`src/rtl/mc_delay_pkg.sv`:
```
// Shared types and constants for the delay-line step controller.
package mc_delay_pkg;

    localparam int DefaultDelayBits = 4;

    typedef enum logic [1:0] {
        ST_IDLE   = 2'd0,
        ST_STEP   = 2'd1,
        ST_SETTLE = 2'd2
    } state_e;

endpackage

```
`src/rtl/mc_delay_ctrl.sv`:
```
// Walks a delay-line select code one step at a time toward an accepted target,
// holding each intermediate code for a settle interval before the next step.
module mc_delay_ctrl
    import mc_delay_pkg::*;
#(
    parameter int NumDelayBits = DefaultDelayBits,
    parameter int SettleCycles = 4,
    parameter int ResetDelay   = 0
) (
    input  logic                    clk_i,
    input  logic                    rst_i,
    input  logic                    tgt_valid_i,
    output logic                    tgt_ready_o,
    input  logic [NumDelayBits-1:0] tgt_delay_i,
    output logic [NumDelayBits-1:0] delay_o,
    output logic                    busy_o,
    output logic                    done_o
);

    localparam int CntW = ($clog2(SettleCycles + 1) > 1) ? $clog2(SettleCycles + 1) : 1;
    localparam logic [CntW-1:0]         CntLoad   = CntW'(SettleCycles - 1);
    localparam logic [NumDelayBits-1:0] ResetCode = NumDelayBits'(ResetDelay);

    state_e                  state_q, state_d;
    logic [NumDelayBits-1:0] delay_q, delay_d;
    logic [NumDelayBits-1:0] tgt_q,   tgt_d;
    logic [CntW-1:0]         cnt_q,   cnt_d;
    logic                    done_q,  done_d;

    // State, code, target, settle counter and done pulse registers.
    always_ff @(posedge clk_i or posedge rst_i) begin
        if (rst_i) begin
            state_q <= ST_IDLE;
            delay_q <= ResetCode;
            tgt_q   <= ResetCode;
            cnt_q   <= {CntW{1'b0}};
            done_q  <= 1'b0;
        end else begin
            state_q <= state_d;
            delay_q <= delay_d;
            tgt_q   <= tgt_d;
            cnt_q   <= cnt_d;
            done_q  <= done_d;
        end
    end

    // Next-state logic; the code only moves in STEP and saturation is implied
    // because a step is never taken once the code equals the target.
    always_comb begin
        state_d = state_q;
        delay_d = delay_q;
        tgt_d   = tgt_q;
        cnt_d   = cnt_q;
        done_d  = 1'b0;
        case (state_q)
            ST_IDLE: begin
                if (tgt_valid_i) begin
                    tgt_d   = tgt_delay_i;
                    state_d = ST_STEP;
                end else begin
                    state_d = ST_IDLE;
                end
            end
            ST_STEP: begin
                if (delay_q < tgt_q) begin
                    delay_d = delay_q + NumDelayBits'(1);
                    cnt_d   = CntLoad;
                    state_d = ST_SETTLE;
                end else if (delay_q > tgt_q) begin
                    delay_d = delay_q - NumDelayBits'(1);
                    cnt_d   = CntLoad;
                    state_d = ST_SETTLE;
                end else begin
                    state_d = ST_IDLE;
                    done_d  = 1'b1;
                end
            end
            ST_SETTLE: begin
                if (cnt_q != {CntW{1'b0}}) begin
                    cnt_d = cnt_q - CntW'(1);
                end else if (delay_q != tgt_q) begin
                    state_d = ST_STEP;
                end else begin
                    state_d = ST_IDLE;
                    done_d  = 1'b1;
                end
            end
            default: begin
                state_d = ST_IDLE;
                cnt_d   = {CntW{1'b0}};
            end
        endcase
    end

    assign delay_o     = delay_q;
    assign done_o      = done_q;
    assign busy_o      = (state_q != ST_IDLE);
    assign tgt_ready_o = (state_q == ST_IDLE);

endmodule

```
`config.mk`:
```
export PLATFORM = sky130hd
export DESIGN_NAME = mc_delay_ctrl
export DESIGN_NICKNAME = d
export VERILOG_FILES = /design/src/rtl/mc_delay_pkg.sv /design/src/rtl/mc_delay_ctrl.sv
export SDC_FILE = /design/constraint.sdc
export NUM_CORES = 1
export LEC_CHECK = 0
export ABC_AREA = 1
export BUFFER_PORTS_ARGS = -buffer_cell sky130_fd_sc_hd__buf_2
export CAP_MARGIN = 25
export CORE_MARGIN = 2
export CORE_UTILIZATION = 35
export CTS_BUF_LIST = sky130_fd_sc_hd__clkbuf_4 sky130_fd_sc_hd__clkbuf_8 sky130_fd_sc_hd__clkbuf_16
export CTS_CLUSTER_DIAMETER = 150
export DETAILED_ROUTE_END_ITERATION = 10
export GPL_ROUTABILITY_DRIVEN = 0
export PLACE_DENSITY = 0.62
export SLEW_MARGIN = 25
export SYNTH_ARGS = -nofsm -noshare
export SYNTH_HDL_FRONTEND = slang
export SYNTH_SLANG_ARGS = --single-unit
```
`constraint.sdc`:
```
create_clock -name clk_i -period 2.7 [get_ports clk_i]
set_clock_uncertainty 0.2 [all_clocks]
set_input_delay 0.54 -clock clk_i [delete_from_list [all_inputs] [get_ports clk_i]]
set_output_delay 0.54 -clock clk_i [all_outputs]
set_load 0.01 [all_outputs]
```
==> metrics.md, run 1 <==
| Metric | Value |
|---|---|
| Status | `complete, no violations` |
| Critical-path cell list | `ha_1 -> nand2_1 -> nand2_4 -> nand2_4 -> nand2_4 -> ha_1 -> nand2_1 -> nand2_1 -> nor2_1 -> inv_1 -> nand2_1 -> nand2_1 -> inv_1 -> nand2_1 -> nand2_1 -> nand2_1` |
| Clock root cell | `clkbuf_4` |
| Gate power share | `0.023` |
| Postcts setup bufs | `0` |
| Ports | `14` |
| Power Internal | `295 uW` |
| Final Core Density | `0.413` |
| TNS Setup | `0 ns` |
| Syn_area_per_cell | `8.58 um2` |
| Final worst path period share | `0.876` |
| Sw power | `79.9 uW` |
| Area growth from synthesis to final layout | `14.3%` |
| Mapped cell area | `978 um2` |
| Cells after Synth | `114` |
| Arrival time at the worst endpoint | `between 2 and 2.5 ns` |
| Yosys reg bits | `14` |
| Fraction of the yosys area taken by sequential cells | `0.358` |
| Post-DP HPWL | `1370 um` |
| Setup-failing EPs final | `0` |
| Critical path fanouts, max | `7` |
| Asr flop ratio synth | `1.00` |
| Top cell type's share of synthesized area | `0.358` |
| Top post-synthesis cells by area | `dfrtp_1, ha_1, nand2_1` |
| Global-route wire length before repair | `3080 um` |
| Req. time, crit path | `2.68 ns` |
| Stages on worst setup path | `16` |
| Worst Max-Slew Pin Slew | `0.583 ns` |
| Prevailing post-synth register cell | `dfrtp_1` |
| Die ar. | `approximately 3200 um2` |
| Pins over their slew limit | `0` |
| All-layer global routing usage | `0.123` |
| Top-count cell post-synth | `nand2_1` |
| Final Total Pwr | `375 uW` |
| Largest net degree at the start of global routing | `15` |
| Area leader, netlist | `dfrtp_1` |
| Max Freq | `around 420 MHz` |
| Floorplan core area | `2710 um2` |
| Vias/cell | `4.56` |
| R2r setup slk | `roughly 0.33 ns` |
| Final wirelength | `1720 um` |
| Post-DR wirelength/cell | `between 10 and 15 um` |
| Clock Power Share | `0.418` |
| Maxcap violations | `0` |
| Die X | `~57 um` |
| CP most frequent cell | `nand2_1` |
| CTS tree | `done` |
| Peak VDD IR | `0.315 mV` |
| Site Rows | `19` |
| WP buf/inv | `2` |
| # DRC | `0` |
| Ys Warns | `0` |
| Shortest period the worst path allows | `2.37 ns` |
| Layout cells sized above 1 | `0.282` |
| Reg2reg start | `delay_o[1]` |
| Post-synth EDFFs | `0` |
| Startpoint Class | `flip-flop` |
| Sequential power share | `0.559` |
| # diodes | `0` |
| CTS H-Tree Depth | `1` |
| Reg2Reg Depth | `16` |
| Hold WC Path Type | `in -> async` |
| Max clock buf depth | `2` |
| P per Cell Area | `335 nW/um2` |
| # resized after CTS | `0` |
| Clock Sinks | `14` |
| First DRT Iteration DRCs | `15` |
| Detailed Routing Iterations Pass 1 | `4` |
| CP Capture Type | `flip-flop` |
| Initial antenna violation count | `0` |
| Distinct cell type count after synthesis | `22` |
| Unrepaired setup endpoints after global routing | `false` |
| Starting density of the core | `0.361` |
| Hold_buf cts | `0` |
| Inserted Clock Buffers | `3` |
| Sw Ratio | `0.213` |
| Crit path max-delay cell type | `dfrtp_1` |
| Vias in the first global route | `slightly below 800` |
| Final net count | `152` |
| Clock Latency Late Sink | `0.29 ns` |
| Reg2reg end | `delay_o[3]` |
| Clk slew on worst S/H paths | `0.10 ns` |
| ANT nets after route | `0` |
| Total grt overflow | `0` |
| Die H | `56.9 um` |
| IO Port Bufs | `13` |
| Leakage dissipation | `approximately 0.00061 uW` |
| Final hold viol count | `0` |
| Max stage delay on crit path | `roughly 0.45 ns` |
| Most frequent cells after synthesis | `nand2_1, inv_1, dfrtp_1` |
| Setup CP Type | `reg -> reg` |
| Min Hold Slack | `0.0913 ns` |
| Total number of vias | `739` |
| Post-synthesis net count | `134` |
| Max-slew headroom | `0.611` |
| CP top delay family | `simple AND/OR/NAND/NOR gates` |
-- stage by stage --
stage | worst slack, ns | cell area, um2 | std cells
after floorplan | 0.444 | 978 | 114
after global placement | 0.381 | 1080 | 158
after detailed placement | 0.343 | 1080 | 158
after CTS | 0.313 | 1120 | 162
after global routing | 0.128 | 1120 | 162
final | 0.334 | 1120 | 162
-- layout make-up --
| class | count | area (um2) |
|---|---|---|
| Clock buffer | 4 | 36.3 |
| Fill cell | 291 | 1590 |
| Inverter | 23 | 86.3 |
| Multi-Input combinational cell | 77 | 542 |
| Sequential cell | 14 | 350 |
| Tap cell | 31 | 38.8 |
| Timing Repair Buffer | 13 | 65.1 |
-- cells in the final DEF (no fill, tap or decap), types with 3 or more instances in the layout --
| cell type | synthesis | layout |
|---|---|---|
| buf_2 | 0 | 13 |
| nor2_1 | 4 | 4 |
| nand2_1 | 29 | 29 |
| o21ai_0 | 7 | 7 |
| inv_1 | 18 | 18 |
| dfrtp_1 | 14 | 14 |
| ha_1 | 12 | 12 |
| inv_2 | 5 | 5 |
| nand2_4 | 5 | 5 |
| o21ai_2 | 3 | 3 |
| clkbuf_4 | 0 | 3 |
-- flip-flops by register name, indices dropped and copies added (netlist names) --
signal   flops
state_q      2
delay_o      4
tgt_q        4
done_o       1
cnt_q        3
-- power by group through the flow --
stage / registers (uW) / logic, uW / clock network, uW
3_3_place_gp: 214 / 8.68 / 0
5_1_grt: 210 / 10.2 / 170
2_1_floorplan: 214 / 3.18 / 0
3_5_place_dp: 214 / 8.83 / 0
6_report: 209 / 8.45 / 157
4_1_cts: 210 / 8.88 / 162
-- per-layer routing --
metal,vias up,part of all wire,GRT usage
li1,386,-,-
met1,340,0.45,0.142
met2,13,0.49,0.221
met3,0,0.053,0.0507
met4,0,0,0.00997
met5,-,0,0
-- kinds of logic after synthesis --
logic type	synth area share
xor+xnor	0.0256
buf+inv	0.0882
fa+ha+maj	0.174
compound gates	0.111
simple gates	0.243
flops	0.358
-- worst max-delay path by stage --
stage	start	end	slack, ns
after CTS	delay_o[1]	delay_o[3]	0.31
after floorplan	delay_o[3]	delay_o[3]	0.44
after detailed placement	delay_o[1]	delay_o[3]	0.34
final	delay_o[1]	delay_o[3]	0.33
after global placement	delay_o[1]	delay_o[3]	0.38
after global routing	delay_o[1]	delay_o[3]	0.13
No activity file was read; power rests on OpenSTA's default activity.
==> inputs of run 2 (changes only) <==
CORE_ASPECT_RATIO = 0.6   (was default)
clock period = 2.3 ns   (was 2.7 ns; I/O delays follow)
==> run 2 against run 1 <==
Worst hold slack lost 0.023 ns. Critical path depth down 1. Routed wire length rose by 13%. Setup slack worse by 0.18 ns. Clock-buffer cell count shrank 1. Cell count up 3.1%. Sequential power is 18% higher. Via count grew 0.81%. Combinational power is 16% higher. Die area increased by 0.44%. Maximum frequency up 10%. Sequential share of layout area decreased by 2.1 points.
==> metrics.md, run 2 (same netlist as run 1, synthesis figures left out) <==
| Metric | Value |
|---|---|
| Die H | `45.0 um (-21%)` |
| WP buf/inv | `2 (unchanged)` |
| Worst Max-Slew Pin Slew | `0.567 ns (-0.0161 ns)` |
| Initial antenna violation count | `0 (unchanged)` |
| Dpl cell area | `1120 um2 (+3.6%)` |
| Detailed Routing Iterations Pass 1 | `4 (unchanged)` |
| Hold_buf cts | `0 (unchanged)` |
| Pins over their slew limit | `0 (unchanged)` |
| Commonest non-fill, non-tap cells in the layout | `nand2_1, inv_1, dfrtp_1` |
| CTS H-Tree Depth | `1 (unchanged)` |
| P per Cell Area | `375 nW/um2 (+12%)` |
| Max-slew headroom | `0.622 (+0.0108)` |
| Multi-input logic area | `579 um2 (+6.9%)` |
| Post-DP HPWL | `1580 um (+16%)` |
| Max Freq | `466 MHz (+10%)` |
| Fillers | `249 (-14%)` |
| Maxcap violations | `0 (unchanged)` |
| Min Hold Slack | `0.0679 ns (-0.0234 ns)` |
| Largest net degree at the start of global routing | `15 (unchanged)` |
| Total number of vias | `745 (+0.81%)` |
| CP top delay family | `simple AND/OR/NAND/NOR gates` |
| Max clock buf depth | `2 (unchanged)` |
| Vias in the first global route | `761 (-1.9%)` |
| Clk slew on worst S/H paths | `0.05 ns (-0.05 ns)` |
| IO Port Bufs | `13 (unchanged)` |
| Site Rows | `14 (-5)` |
| Area growth from synthesis to final layout | `22.6%` |
| Peak VDD IR | `0.311 mV (-1.2%)` |
| Stages on worst setup path | `15 (-1)` |
| Reg2Reg Depth | `15 (-1)` |
| Unrepaired setup endpoints after global routing | `false` |
| Startpoint Class | `flip-flop` |
| Clock Sinks | `14 (unchanged)` |
| CTS tree | `done` |
| Post-DR wirelength/cell | `11.7 um (+10%)` |
| ANT nets after route | `0 (unchanged)` |
| Post-route cell area | `1200 um2 (+7.3%)` |
| Die X | `72.3 um (+27%)` |
| All-layer global routing usage | `0.143 (+0.0200)` |
| Global-route wire length before repair | `3410 um (+11%)` |
| Vias/cell | `4.46 (-2.2%)` |
| CP Capture Type | `flip-flop` |
| Sequential Area | `350 um2 (unchanged)` |
| Total grt overflow | `0 (unchanged)` |
| Inserted Clock Buffers | `3 (unchanged)` |
| # DRC | `0 (unchanged)` |
| Commonest non-fill, non-tap cell in the layout | `nand2_1` |
| Crit path max-delay cell type | `dfrtp_1` |
| First DRT Iteration DRCs | `21 (+6)` |
| Final worst path period share | `0.934 (+0.0575)` |
| # resized after CTS | `0 (unchanged)` |
| Clock root cell | `clkbuf_8` |
| Status | `complete, no violations` |
| Reg2reg start | `delay_o[2]` |
| Leakage dissipation | `0.000635 uW (+4.0%)` |
| CP most frequent cell | `nand2_1` |
| Postcts setup bufs | `0 (unchanged)` |
| Req. time, crit path | `2.23 ns (-0.45 ns)` |
| Critical path fanouts, max | `3 (-4)` |
| Critical-path cell list | `ha_1 -> nand2_2 -> inv_2 -> nand2_4 -> nand2_4 -> ha_4 -> nand2_1 -> nor2_1 -> nor2_2 -> nand3_1 -> nand2_1 -> inv_1 -> nand2_1 -> nand2_1 -> nand2_1` |
| Final wirelength | `1950 um (+13%)` |
| Setup-failing EPs final | `0 (unchanged)` |
| Clock Latency Late Sink | `0.24 ns (-0.05 ns)` |
| Layout cells sized above 1 | `0.333 (+0.0509)` |
| Final net count | `157 (+3.3%)` |
| Arrival time at the worst endpoint | `2.08 ns (-0.27 ns)` |
| Setup CP Type | `reg -> reg` |
| Reg2reg end | `delay_o[3]` |
| Ports | `14 (unchanged)` |
| Final hold viol count | `0 (unchanged)` |
| Starting density of the core | `0.380 (+0.0189)` |
| Hold WC Path Type | `in -> async` |
| Shortest period the worst path allows | `2.15 ns (-0.218 ns)` |
| R2r setup slk | `0.15 ns (-0.18 ns)` |
| Floorplan core area | `2570 um2 (-5.0%)` |
| TNS Setup | `0 ns (unchanged)` |
| # diodes | `0 (unchanged)` |
| Die ar. | `3250 um2 (+0.44%)` |
| Max stage delay on crit path | `0.41 ns (-0.04 ns)` |
==> run 2: changes by cell type in the layout (fill, tap and decap cells not counted), sizes merged <==
cell and delta:
buf +5, clkbuf -1
==> run 2: worst max-delay path by stage <==
stage / startpoint / to / slack (ns)
global route: delay_o[2] / delay_o[3] / 0.005
global placement: delay_o[3] / delay_o[3] / 0.06
CTS: delay_o[3] / delay_o[3] / 0.02
floorplan: delay_o[3] / delay_o[3] / 0.04
detailed placement: delay_o[3] / delay_o[3] / 0.04
finish: delay_o[2] / delay_o[3] / 0.15
==> run 2: metrics by stage <==
stage	util	power [uW]	worst slack (ns)	std cells
after detailed placement	0.435	261	0.0354	164
after CTS	0.451	459	0.0228	167
after global routing	0.466	476	0.00534	167
after global placement	0.435	261	0.0580	164
final	0.466	450	0.153	167
after floorplan	-	255	0.0436	114
==> run 2: where the power goes <==
part           internal, uW  switching [uW]
registers               247               0
logic                  3.60            6.24
clock network           115            77.7
==> run 2: area by class of cell <==
class / instances / share of cell area
Multi-Input combinational cell: 77 / 0.483
Clock buffer: 3 / 0.0344
Inverter: 23 / 0.0719
Timing Repair Buffer: 18 / 0.0855
Sequential cell: 14 / 0.292
Tap cell: 32 / 0.0334
==> run 2: per-layer routing <==
metal  global-route usage  vias to the layer above  routed length, um
met2                0.204                       15                795
met1                0.200                      331               1020
met3               0.0670                        2                124
met4               0.0264                        0                  8
met5                    0                        -                  0
li1                     -                      397                  -
